## src/rtl/fetch_pkg.sv

```systemverilog
// Shared types for the instruction-fetch front end: widths, FSM states and
// the queue entry that pairs an instruction with its PC.
package fetch_pkg;

   localparam int XLEN = 64;
   localparam int ILEN = 32;

   typedef enum logic [1:0] {
      IDLE,
      WAIT_RSP,
      DROP
   } fetch_state_t;

   typedef struct packed {
      logic [XLEN-1:0] pc;
      logic [ILEN-1:0] instr;
   } fetch_entry_t;

   // Branch targets are word aligned; the low two bits are simply cleared.
   function automatic logic [XLEN-1:0] align_pc(input logic [XLEN-1:0] pc);
      return {pc[XLEN-1:2], 2'b00};
   endfunction

endpackage

```

## src/rtl/fetch_queue.sv

```systemverilog
// Small synchronous FIFO of fetched {pc, instr} entries toward decode.
// The caller guarantees no push when full and no pop when empty.
module fetch_queue
   import fetch_pkg::*;
#(
   parameter int DEPTH = 2
) (
   input  logic                           clk,
   input  logic                           rst,
   input  logic                           push,
   input  fetch_entry_t                   entry,
   input  logic                           pop,
   input  logic                           flush,
   output logic [$clog2(DEPTH+1)-1:0]     count,
   output fetch_entry_t                   head
);

   localparam int CW = $clog2(DEPTH + 1);
   localparam int PW = (DEPTH > 1) ? $clog2(DEPTH) : 1;

   fetch_entry_t    r_mem [DEPTH];
   logic [PW-1:0]   r_rd_ptr;
   logic [PW-1:0]   r_wr_ptr;
   logic [CW-1:0]   r_count;

   function automatic logic [PW-1:0] next_ptr(input logic [PW-1:0] p);
      return (p == PW'(DEPTH - 1)) ? '0 : p + PW'(1);
   endfunction

   // NOTE: all sequential state uses non-blocking assignments so every
   // register samples pre-edge values regardless of statement order.
   always_ff @(posedge clk or posedge rst) begin
      if (rst) begin
         // NOTE: storage is reset (it is tiny) so the head reads zero out of reset.
         for (int i = 0; i < DEPTH; i++) r_mem[i] <= '0;
         r_rd_ptr <= '0;
         r_wr_ptr <= '0;
         r_count  <= '0;
      end else if (flush) begin
         r_rd_ptr <= '0;
         r_wr_ptr <= '0;
         r_count  <= '0;
      end else begin
         if (push) begin
            r_mem[r_wr_ptr] <= entry;
            r_wr_ptr        <= next_ptr(r_wr_ptr);
         end
         if (pop) r_rd_ptr <= next_ptr(r_rd_ptr);
         case ({push, pop})
            2'b10:   r_count <= r_count + CW'(1);
            2'b01:   r_count <= r_count - CW'(1);
            default: r_count <= r_count;
         endcase
      end
   end

   assign count = r_count;
   assign head  = r_mem[r_rd_ptr];

endmodule

```

## src/rtl/instr_fetch.sv

```systemverilog
// Fetch front end: one outstanding memory read at a time, results queued
// toward decode, redirects flush the queue and discard in-flight responses.
module instr_fetch
   import fetch_pkg::*;
#(
   parameter logic [63:0] RESET_PC = 64'h0,
   parameter int          DEPTH    = 2
) (
   input  logic            clk,
   input  logic            rst,
   input  logic            redirect_valid,
   input  logic [XLEN-1:0] redirect_pc,
   output logic            mem_req_valid,
   input  logic            mem_req_ready,
   output logic [XLEN-1:0] mem_req_addr,
   input  logic            mem_rsp_valid,
   input  logic [ILEN-1:0] mem_rsp_data,
   output logic            out_valid,
   input  logic            out_ready,
   output logic [ILEN-1:0] out_instr,
   output logic [XLEN-1:0] out_pc
);

   localparam int CW = $clog2(DEPTH + 1);

   fetch_state_t    r_state;
   logic [XLEN-1:0] r_fpc;
   logic [XLEN-1:0] r_req_pc;

   logic [CW-1:0]   w_count;
   fetch_entry_t    w_head;
   fetch_entry_t    w_push_entry;
   logic            w_req_fire;
   logic            w_push;
   logic            w_pop;

   // Request depends only on registered state so it never races the redirect.
   assign mem_req_valid = (r_state == IDLE) && (w_count < CW'(DEPTH));
   assign mem_req_addr  = r_fpc;
   assign w_req_fire    = mem_req_valid && mem_req_ready;

   assign w_push       = !redirect_valid && (r_state == WAIT_RSP) && mem_rsp_valid;
   assign w_pop        = !redirect_valid && out_valid && out_ready;
   assign w_push_entry = '{pc: r_req_pc, instr: mem_rsp_data};

   always_ff @(posedge clk or posedge rst) begin
      if (rst) begin
         r_state  <= IDLE;
         r_fpc    <= RESET_PC;
         r_req_pc <= '0;
      end else if (redirect_valid) begin
         r_fpc <= align_pc(redirect_pc);
         // An accepted-but-unanswered read must still be drained, so DROP.
         case (r_state)
            IDLE:    r_state <= w_req_fire ? DROP : IDLE;
            default: r_state <= mem_rsp_valid ? IDLE : DROP;
         endcase
      end else begin
         case (r_state)
            IDLE: begin
               if (w_req_fire) begin
                  r_req_pc <= r_fpc;
                  r_fpc    <= r_fpc + XLEN'(4);
                  r_state  <= WAIT_RSP;
               end
            end
            WAIT_RSP: if (mem_rsp_valid) r_state <= IDLE;
            DROP:     if (mem_rsp_valid) r_state <= IDLE;
            default:  r_state <= IDLE;
         endcase
      end
   end

   fetch_queue #(
      .DEPTH (DEPTH)
   ) u_queue (
      .clk   (clk),
      .rst   (rst),
      .push  (w_push),
      .entry (w_push_entry),
      .pop   (w_pop),
      .flush (redirect_valid),
      .count (w_count),
      .head  (w_head)
   );

   assign out_valid = (w_count != '0);
   assign out_instr = w_head.instr;
   assign out_pc    = w_head.pc;

endmodule
```

## config.mk

```make
export PLATFORM = sky130hd
export DESIGN_NAME = instr_fetch
export DESIGN_NICKNAME = d
export VERILOG_FILES = /design/src/rtl/fetch_pkg.sv /design/src/rtl/fetch_queue.sv /design/src/rtl/instr_fetch.sv
export SDC_FILE = /design/constraint.sdc
export NUM_CORES = 1
export LEC_CHECK = 0
export ABC_AREA = 1
export ABC_CLOCK_PERIOD_IN_PS = 12400
export CAP_MARGIN = 20
export CORE_MARGIN = 10
export CORE_UTILIZATION = 40
export DETAILED_ROUTE_END_ITERATION = 12
export GPL_TIMING_DRIVEN = 0
export PLACE_DENSITY_LB_ADDON = 0.25
export SYNTH_ARGS = -nofsm -noshare
export SYNTH_HDL_FRONTEND = slang
export SYNTH_SLANG_ARGS = --single-unit
export TNS_END_PERCENT = 30
```

## constraint.sdc

```tcl
create_clock -name clk -period 12.4 [get_ports clk]
set_input_delay 3.1 -clock clk [delete_from_list [all_inputs] [get_ports clk]]
set_output_delay 3.1 -clock clk [all_outputs]
set_load 0.02 [all_outputs]
```

==> flow_metrics.env, run 1 <==
export IMPL_ctsHtreeMaxLevel=2
export IMPL_timing_hold_worst_class="flip-flop to flip-flop"
export IMPL_status="finished, final reports clean"
export IMPL_synthCells=2071
export IMPL_core_area_sq_um=37800
export IMPL_hpwlAfterDp_um=42500
export IMPL_grt_busiest_layer="met2"
export IMPL_multi_input_area_sq_um=6210
export IMPL_ys_ff_latch=318
export IMPL_instances_no_fill=2905
export IMPL_die_h_um=216
export IMPL_fin_nets=2477
export IMPL_synth_warnings=0
export IMPL_wire_per_inst_um=19.3
export IMPL_vias=14900
export IMPL_worstSetupEndpointType="primary output"
export IMPL_area_growth_pct=29.4
export IMPL_use_met1_pct=32.1
export IMPL_slowest_stage="clkdlybuf4s50_1"
export IMPL_slew_headroom_pct=53.3
export IMPL_final_max_slew_violation_count=0
export IMPL_row_count=71
export IMPL_grt_max_degree=126
export IMPL_initial_core_util_pct=40.8
export IMPL_p_leak_nw=9.62
export IMPL_grt_use_met2_pct=36.9
export IMPL_max_freq_mhz=165
export IMPL_synthTopCellsByArea="dfrtp_1 52%, nand2_1 19%, o21ai_0 9.0%, inv_1 5.3%, nor2_1 4.3%"
export IMPL_seq_area_sq_um=7960
export IMPL_cts_root_buf="clkbuf_16"
export IMPL_p_total_mw=4.60
export IMPL_use_met3_pct=3.91
export IMPL_required_ns=9.30
export IMPL_ys_types=31
export IMPL_power_density_nw_per_um2=230
export IMPL_grt_pass1_vias=14500
export IMPL_drc=0
export IMPL_yosysTopAreaCell="dfrtp_1"
export IMPL_drive_gt1_share_pct=5.35
export IMPL_gp_congestion=0.986
export IMPL_drt_iter0_drc=1308
export IMPL_ir_drop_uv=86.3
export IMPL_grt_pass1_wl_um=86400
export IMPL_cts_tree="built"
export IMPL_port_buffers=257
export IMPL_post_route_period_util_pct=48.8
export IMPL_cts_hold_fix_buffers=0
export IMPL_yosys_area_top_type_share_pct=51.5
export IMPL_clk_pin_slew_worst_paths_ns=0.06
export IMPL_worstSetupPathType="flip-flop to primary output"
export IMPL_postCtsSetupBuffers=0
export IMPL_num_io_pins=264
export IMPL_via_per_inst=5.15
export IMPL_antenna_found_initial=0
export IMPL_reg2reg_slack_ns=9.93
export IMPL_finalHoldViolations=0
export IMPL_numClockSinks=318
export IMPL_die_x_um=216
export IMPL_numCtsBuffers=37
export IMPL_syn_avg_cell_area_sq_um=7.46
export IMPL_ant_nets=0
export IMPL_placedCellCount=2844
export IMPL_finClkSkew_ns=0.0167
export IMPL_cp_max_fo=10
export IMPL_clockBufferDepth=3
export IMPL_cts_resized=0
export IMPL_finalWirelength_um=56100
export IMPL_fillers=3690
export IMPL_dr_pass1_iters=5
export IMPL_grt_overflow_total=0
export IMPL_yosysSeqAreaShare_pct=51.5
export IMPL_worstSetupStartpointType="flip-flop"
export IMPL_netlist_area_sq_um=15400
export IMPL_grtUsageTotal_pct=23.4
export IMPL_max_stage_delay_ns=0.63
export IMPL_drv_cap=0
export IMPL_die_area_sq_um=46900
export IMPL_finalCriticalPeriod_ns=6.05
export IMPL_worst_pin_slew_ns=0.700
export IMPL_setup_violations=0
export IMPL_cp_cell_sequence="clkbuf_1 -> inv_2 -> buf_2 -> clkbuf_1 -> nand2_1 -> nand2_1 -> clkdlybuf4s50_1"
export IMPL_diodes=0
export IMPL_insertion_delay_ns=0.53
export IMPL_rsz0062_at_grt="no"
export IMPL_critPathArrivalTime_ns=2.95
[power breakdown]
group	switching, mW	leakage (nW)	internal [mW]
Combinational	1.09	4.96	0.691
Clock	0.434	0.623	0.703
Sequential	0.263	4.04	1.42
Total	1.79	9.62	2.81
[flip-flops by register name, indices dropped and copies added, names as in the netlist]
name / cells
mem_req_addr: 62
u_queue.r_mem: 188
u_queue.count: 2
u_queue.r_rd_ptr: 1
r_req_pc: 62
u_queue.r_wr_ptr: 1
r_state: 2
[layer usage]
| metal | wire [um] | vias to the layer above |
|---|---|---|
| met4 | 1680 | 0 |
| met2 | 25900 | 556 |
| li1 | - | 7079 |
| met1 | 25000 | 7218 |
| met5 | 0 | - |
| met3 | 3520 | 95 |
[final timing paths]
check                                         startpoint                              to  depth (start not counted)
min reg2reg                u_queue.r_mem[77]$_DFFE_PP0P_   u_queue.r_mem[77]$_DFFE_PP0P_                          2
min                        u_queue.r_mem[77]$_DFFE_PP0P_   u_queue.r_mem[77]$_DFFE_PP0P_                          2
min in group asynchronous                            rst  u_queue.r_mem[117]$_DFFE_PP0P_                          2
max in group asynchronous                            rst    mem_req_addr[46]$_DFFE_PP0P_                          4
max                         u_queue.r_rd_ptr$_DFFE_PP0P_                      out_pc[38]                          7
max reg2reg                       r_state[1]$_DFFE_PP0P_  u_queue.r_mem[148]$_DFFE_PP0P_                          9
[cells in the mapped netlist]
master     number
nor2_2          1
ha_1            3
nand2_2         8
nand2_1       763
conb_1          1
inv_1         218
a31oi_1         1
nor2_1        176
nor2_4          7
a21oi_1        35
nand3_2         2
o211ai_1        3
o21ai_1        10
inv_2           7
nand4_1        11
nand3b_1       24
nand3_1        87
nand2_4         1
o21ai_0       278
xor2_1          4
o221ai_1        3
xnor2_1         1
buf_1           9
buf_2          37
clkinv_1        1
clkbuf_1       50
dfrtp_1       318
o2111ai_1       6
o311ai_0        1
o22ai_1         1
buf_4           4
[worst max-delay path, delay by kind of cell, from the launching register on]
family	cells	cell delay [ns]
simple gates	2	0.25
flops	1	0.36
buf+inv	5	1.78
[area by class of cell]
cell class              instances  share of cell area [%]
flip-flops and latches        318                    39.8
inverters                     226                    4.28
multi-input cells            1430                    31.1
repair buffers                259                    13.1
clock buffers                  47                    5.28
clock inverters                14                    1.01
plain buffers                 100                    2.18
well taps                     511                    3.20
[stage by stage]
stage | setup TNS, ns | area, sq um | util [%] | setup slack [ns] | hold slack, ns
2_1_floorplan | 0 | 15500 | - | 0.500 | 0.442
3_3_place_gp | -1062.77 | 18700 | 49.3 | -3.38 | 0.455
3_5_place_dp | 0 | 18700 | 49.5 | 6.83 | 0.465
4_1_cts | 0 | 20000 | 52.8 | 6.26 | 0.477
5_1_grt | 0 | 20000 | 52.8 | 6.13 | 0.499
6_report | 0 | 20000 | 52.8 | 6.35 | 0.483
[kinds of logic (layout without fill, tap and decap cells)]
logic type                 after synthesis  in the layout  synth area share, %
and+or+nand+nor                       1080           1080                 28.3
AOI/OAI and AO/OA                      338            338                 11.3
buffers and inverters                  326            646                 8.32
DFF                                    318            318                 51.5
xor gates and xnor gates                 5              5                0.284
adders and majority gates                3              3                0.243
other                                    1              4               0.0243
[cells in the final DEF (no fill, tap or decap), types with 24 or more instances in the layout]
cell | netlist | layout
nand2_1 | 763 | 763
dfrtp_1 | 318 | 318
o21ai_0 | 278 | 278
clkdlybuf4s50_1 | 0 | 257
inv_1 | 218 | 217
nor2_1 | 176 | 176
nand3_1 | 87 | 87
clkbuf_1 | 50 | 53
clkbuf_16 | 0 | 39
buf_2 | 37 | 37
a21oi_1 | 35 | 35
nand3b_1 | 24 | 24
No activity file was read; power rests on OpenSTA's default activity.
==> inputs of run 2 (changes only) <==
ABC_CLOCK_PERIOD_IN_PS = 5800   (was 12400)
clock period = 5.8 ns   (was 12.4 ns; I/O delays follow)
==> flow_metrics.env, run 2 (synthesis results as in run 1) <==
export IMPL_grt_max_degree=45
export IMPL_p_sw_mw=3.82
export IMPL_final_max_slew_violation_count=0
export IMPL_drive_gt1_share_pct=5.38
export IMPL_holdWs_ns=0.479
export IMPL_fillers=3742
export IMPL_worstSetupStartpointType="flip-flop"
export IMPL_wire_per_inst_um=19.4
export IMPL_grtUsageTotal_pct=23.4
export IMPL_finalHoldViolations=0
export IMPL_drt_iter0_drc=1322
export IMPL_layout_common_cells="763 x nand2_1, 318 x dfrtp_1, 278 x o21ai_0, 257 x clkdlybuf4s50_1, 217 x inv_1"
export IMPL_largest_reg_flops=188
export IMPL_clkPwrFrac_pct=23.7
export IMPL_num_io_pins=264
export IMPL_finClkSkew_ns=0.0115
export IMPL_core_area_sq_um=37800
export IMPL_cp_max_fo=10
export IMPL_cts_tree="built"
export IMPL_seqPwrFrac_pct=37.0
export IMPL_clockBufferDepth=3
export IMPL_die_area_sq_um=46900
export IMPL_required_ns=4.35
export IMPL_fin_ws_ns=1.40
export IMPL_final_common_cell="nand2_1"
export IMPL_seq_area_sq_um=7960
export IMPL_clk_pin_slew_worst_paths_ns=0.06
export IMPL_numClockSinks=318
export IMPL_initial_core_util_pct=40.8
export IMPL_worstSetupEndpointType="primary output"
export IMPL_switching_share_pct=39.2
export IMPL_die_h_um=216
export IMPL_cts_root_buf="clkbuf_16"
export IMPL_status="finished, final reports clean"
export IMPL_p_comb_share_pct=39.3
export IMPL_post_route_period_util_pct=75.8
export IMPL_max_freq_mhz=227
export IMPL_post_route_cell_area_sq_um=20000
export IMPL_dpl_cell_area_sq_um=18800
export IMPL_ant_nets=0
export IMPL_timing_hold_worst_class="flip-flop to flip-flop"
export IMPL_via_per_inst=5.09
export IMPL_slew_headroom_pct=52.9
export IMPL_finalCriticalPeriod_ns=4.40
export IMPL_grt_overflow_total=0
export IMPL_grt_pass1_wl_um=86700
export IMPL_hpwlAfterDp_um=43100
export IMPL_setup_violations=0
export IMPL_vias=14800
export IMPL_fin_nets=2481
export IMPL_place_ws_ns=1.92
export IMPL_worstSetupPathType="flip-flop to primary output"
export IMPL_top_register="u_queue.r_mem"
export IMPL_ir_drop_uv=197
export IMPL_gp_congestion=0.939
export IMPL_port_buffers=257
export IMPL_internal_power_mw=5.92
export IMPL_drv_cap=0
export IMPL_worst_pin_slew_ns=0.706
export IMPL_finish_utilization_pct=52.9
export IMPL_critPathArrivalTime_ns=2.95
export IMPL_postCtsSetupBuffers=0
export IMPL_row_count=71
export IMPL_cts_resized=0
export IMPL_p_leak_nw=9.62
export IMPL_cts_hold_fix_buffers=0
export IMPL_reg2reg_slack_ns=3.34
export IMPL_diodes=0
export IMPL_rsz0062_at_grt="no"
export IMPL_ctsHtreeMaxLevel=2
export IMPL_finalWirelength_um=56400
export IMPL_power_density_nw_per_um2=487
export IMPL_drc=0
export IMPL_placedCellCount=2850
export IMPL_grt_pass1_vias=14600
export IMPL_instances_no_fill=2910
export IMPL_antenna_found_initial=0
export IMPL_multi_input_area_sq_um=6210
export IMPL_die_x_um=216
export IMPL_p_total_mw=9.74
export IMPL_insertion_delay_ns=0.52
export IMPL_numCtsBuffers=35
export IMPL_dr_pass1_iters=8
export IMPL_area_growth_pct=29.6
export IMPL_setup_tns_final_ns=0
run 2: changes by cell type in the layout (fill, tap and decap cells not counted), sizes merged:
| cell | previous run | this run |
|---|---|---|
| buf | 52 | 58 |
| bufinv | 5 | 4 |
| clkbuf | 97 | 99 |
| clkinv | 8 | 6 |
| clkinvlp | 1 | 3 |
| inv | 226 | 224 |
run 2: layout make-up:
| cell class | count | share of cell area (%) |
|---|---|---|
| clock inverter | 11 | 0.800 |
| clock buffer | 49 | 5.10 |
| buffer | 100 | 2.18 |
| sequential | 318 | 39.8 |
| inverter | 226 | 4.26 |
| multi-input combinational | 1430 | 31.0 |
| timing repair buffer | 265 | 13.7 |
| tap | 511 | 3.20 |
run 2: power by group through the flow:
stage / sequential, mW / clock [mW] / combinational, mW
after detailed placement: 3.61 / 0 / 3.84
final: 3.60 / 2.31 / 3.83
after global routing: 3.69 / 2.43 / 4.21
after CTS: 3.59 / 2.34 / 3.86
after global placement: 3.59 / 0 / 3.77
after floorplan: 3.58 / 0 / 2.01
run 2: final timing paths:
check,cells after the start,from,endpoint
setup / recovery,7,u_queue.r_rd_ptr$_DFFE_PP0P_,out_pc[33]
hold / removal,2,r_state[1]$_DFFE_PP0P_,r_state[1]$_DFFE_PP0P_
setup reg to reg,9,r_state[1]$_DFFE_PP0P_,u_queue.r_mem[147]$_DFFE_PP0P_
hold reg to reg,2,r_state[1]$_DFFE_PP0P_,r_state[1]$_DFFE_PP0P_
max in group asynchronous,7,rst,u_queue.r_mem[79]$_DFFE_PP0P_
min in group asynchronous,2,rst,u_queue.r_mem[25]$_DFFE_PP0P_
run 2: metal layers:
| metal | track usage (%) | part of all wire [%] | up-vias |
|---|---|---|---|
| li1 | - | - | 7094 |
| met1 | 31.9 | 44 | 7111 |
| met2 | 38.0 | 47 | 541 |
| met3 | 3.94 | 6.5 | 76 |
| met4 | 6.13 | 2.3 | 0 |
| met5 | 0 | 0 | - |
run 2: critical path, stage by stage, from the launching register on:
cell and delay [ns]:
dfrtp_1 0.36, clkbuf_1 0.20, inv_2 0.16, buf_2 0.36, clkbuf_1 0.46, nand2_1 0.09, nand2_1 0.11, clkdlybuf4s50_1 0.67
==> inputs of run 3 (changes only) <==
ABC_CLOCK_PERIOD_IN_PS = 3770   (was 5800)
clock period = 3.77 ns   (was 5.8 ns; I/O delays follow)
==> flow_metrics.env, run 3 (synthesis results as in run 1) <==
export IMPL_fillers=3742
export IMPL_die_x_um=216
export IMPL_cts_tree="built"
export IMPL_critPathArrivalTime_ns=2.68
export IMPL_core_area_sq_um=37800
export IMPL_diodes=0
export IMPL_grt_max_degree=45
export IMPL_numCtsBuffers=35
export IMPL_power_density_nw_per_um2=749
export IMPL_gp_congestion=0.939
export IMPL_hpwlAfterDp_um=43100
export IMPL_layout_common_cells="763 x nand2_1, 318 x dfrtp_1, 278 x o21ai_0, 257 x clkdlybuf4s50_1, 217 x inv_1"
export IMPL_status="finished, final reports clean"
export IMPL_p_sw_mw=5.87
export IMPL_finalWirelength_um=56300
export IMPL_placedCellCount=2850
export IMPL_via_per_inst=5.09
export IMPL_worstSetupEndpointType="primary output"
export IMPL_die_h_um=216
export IMPL_drv_cap=0
export IMPL_top_register="u_queue.r_mem"
export IMPL_cts_root_buf="clkbuf_16"
export IMPL_grt_pass1_wl_um=86700
export IMPL_antenna_found_initial=0
export IMPL_port_buffers=257
export IMPL_finClkSkew_ns=0.0125
export IMPL_multi_input_area_sq_um=6210
export IMPL_worstSetupPathType="flip-flop to primary output"
export IMPL_final_max_slew_violation_count=0
export IMPL_drc=0
export IMPL_p_leak_nw=9.66
export IMPL_cts_hold_fix_buffers=0
export IMPL_area_growth_pct=29.7
export IMPL_fin_nets=2481
export IMPL_vias=14800
export IMPL_seq_area_sq_um=7960
export IMPL_post_route_cell_area_sq_um=20000
export IMPL_dpl_cell_area_sq_um=18800
export IMPL_drt_iter0_drc=1408
export IMPL_finalCriticalPeriod_ns=3.62
export IMPL_cp_max_fo=10
export IMPL_row_count=71
export IMPL_timing_hold_worst_class="flip-flop to flip-flop"
export IMPL_clk_pin_slew_worst_paths_ns=0.06
export IMPL_grt_overflow_total=0
export IMPL_die_area_sq_um=46900
export IMPL_grtUsageTotal_pct=23.4
export IMPL_final_common_cell="nand2_1"
export IMPL_ant_nets=0
export IMPL_dr_pass1_iters=6
export IMPL_largest_reg_flops=188
export IMPL_numClockSinks=318
export IMPL_internal_power_mw=9.13
export IMPL_clockBufferDepth=3
export IMPL_holdWs_ns=0.473
export IMPL_instances_no_fill=2910
export IMPL_seqPwrFrac_pct=37.0
export IMPL_num_io_pins=264
export IMPL_worstSetupStartpointType="flip-flop"
export IMPL_grt_pass1_vias=14600
export IMPL_required_ns=2.83
export IMPL_p_comb_share_pct=39.3
export IMPL_finish_utilization_pct=52.9
export IMPL_wire_per_inst_um=19.3
export IMPL_postCtsSetupBuffers=0
export IMPL_max_freq_mhz=276
export IMPL_ir_drop_uv=299
export IMPL_setup_violations=0
export IMPL_slew_headroom_pct=54.3
export IMPL_setup_tns_final_ns=0
export IMPL_worst_pin_slew_ns=0.686
export IMPL_fin_ws_ns=0.152
export IMPL_place_ws_ns=0.401
export IMPL_finalHoldViolations=0
export IMPL_post_route_period_util_pct=96.0
export IMPL_rsz0062_at_grt="no"
export IMPL_initial_core_util_pct=40.8
export IMPL_switching_share_pct=39.1
export IMPL_insertion_delay_ns=0.52
export IMPL_drive_gt1_share_pct=5.84
export IMPL_clkPwrFrac_pct=23.7
export IMPL_p_total_mw=15.0
export IMPL_ctsHtreeMaxLevel=2
-- run 3: cell count changes in the layout (fill, tap and decap cells not counted) --
| cell | before | now |
|---|---|---|
| buf_4 | 4 | 5 |
| clkbuf_2 | 0 | 6 |
| buf_2 | 37 | 41 |
| clkbuf_1 | 57 | 52 |
| buf_1 | 9 | 3 |
-- run 3: worst paths after layout --
check / start / end / slack (ns) / cells after the start
max: u_queue.r_rd_ptr$_DFFE_PP0P_ / out_pc[61] / 0.15 / 6
min reg2reg: r_state[1]$_DFFE_PP0P_ / r_state[1]$_DFFE_PP0P_ / 0.47 / 2
min: r_state[1]$_DFFE_PP0P_ / r_state[1]$_DFFE_PP0P_ / 0.47 / 2
min in group asynchronous: rst / u_queue.r_mem[25]$_DFFE_PP0P_ / 0.73 / 2
max in group asynchronous: rst / u_queue.r_mem[79]$_DFFE_PP0P_ / 1.37 / 7
max reg2reg: r_state[1]$_DFFE_PP0P_ / u_queue.r_mem[147]$_DFFE_PP0P_ / 1.31 / 9
-- run 3: repair_timing --
item                                    4_1_cts  5_1_grt
resized for setup                            11        1
hold endpoints to repair                      0        0
endpoints found under the setup margin       59       10
cloned                                        0        0
pin swaps                                     0        0
-- run 3: per-layer routing --
layer / track usage [%] / share of wire, % / vias up
li1: - / - / 7094
met1: 31.9 / 44 / 7117
met2: 38.0 / 47 / 533
met3: 3.94 / 6.2 / 74
met4: 6.13 / 2.3 / 0
met5: 0 / 0 / -
-- run 3: area by class of cell --
class,instances,area share (%)
Timing Repair Buffer,265,13.6
Multi-Input combinational cell,1430,31.0
Tap cell,511,3.19
Clock buffer,49,5.10
Inverter,226,4.25
Buffer,100,2.26
Sequential cell,318,39.7
Clock inverter,11,0.800
-- run 3: power by group through the flow --
stage,sequential [mW],clock (mW),combinational [mW]
6_report,5.54,3.56,5.90
5_1_grt,5.68,3.74,6.49
4_1_cts,5.52,3.59,5.96
3_5_place_dp,5.56,0,5.91
3_3_place_gp,5.52,0,5.79
2_1_floorplan,5.51,0,3.09
-- run 3: critical path, stage by stage (launching register included) --
cell and delay (ns):
dfrtp_1 0.32, clkbuf_1 0.31, buf_2 0.35, buf_2 0.33, nand2_1 0.09, nand2_1 0.13, clkdlybuf4s50_1 0.63
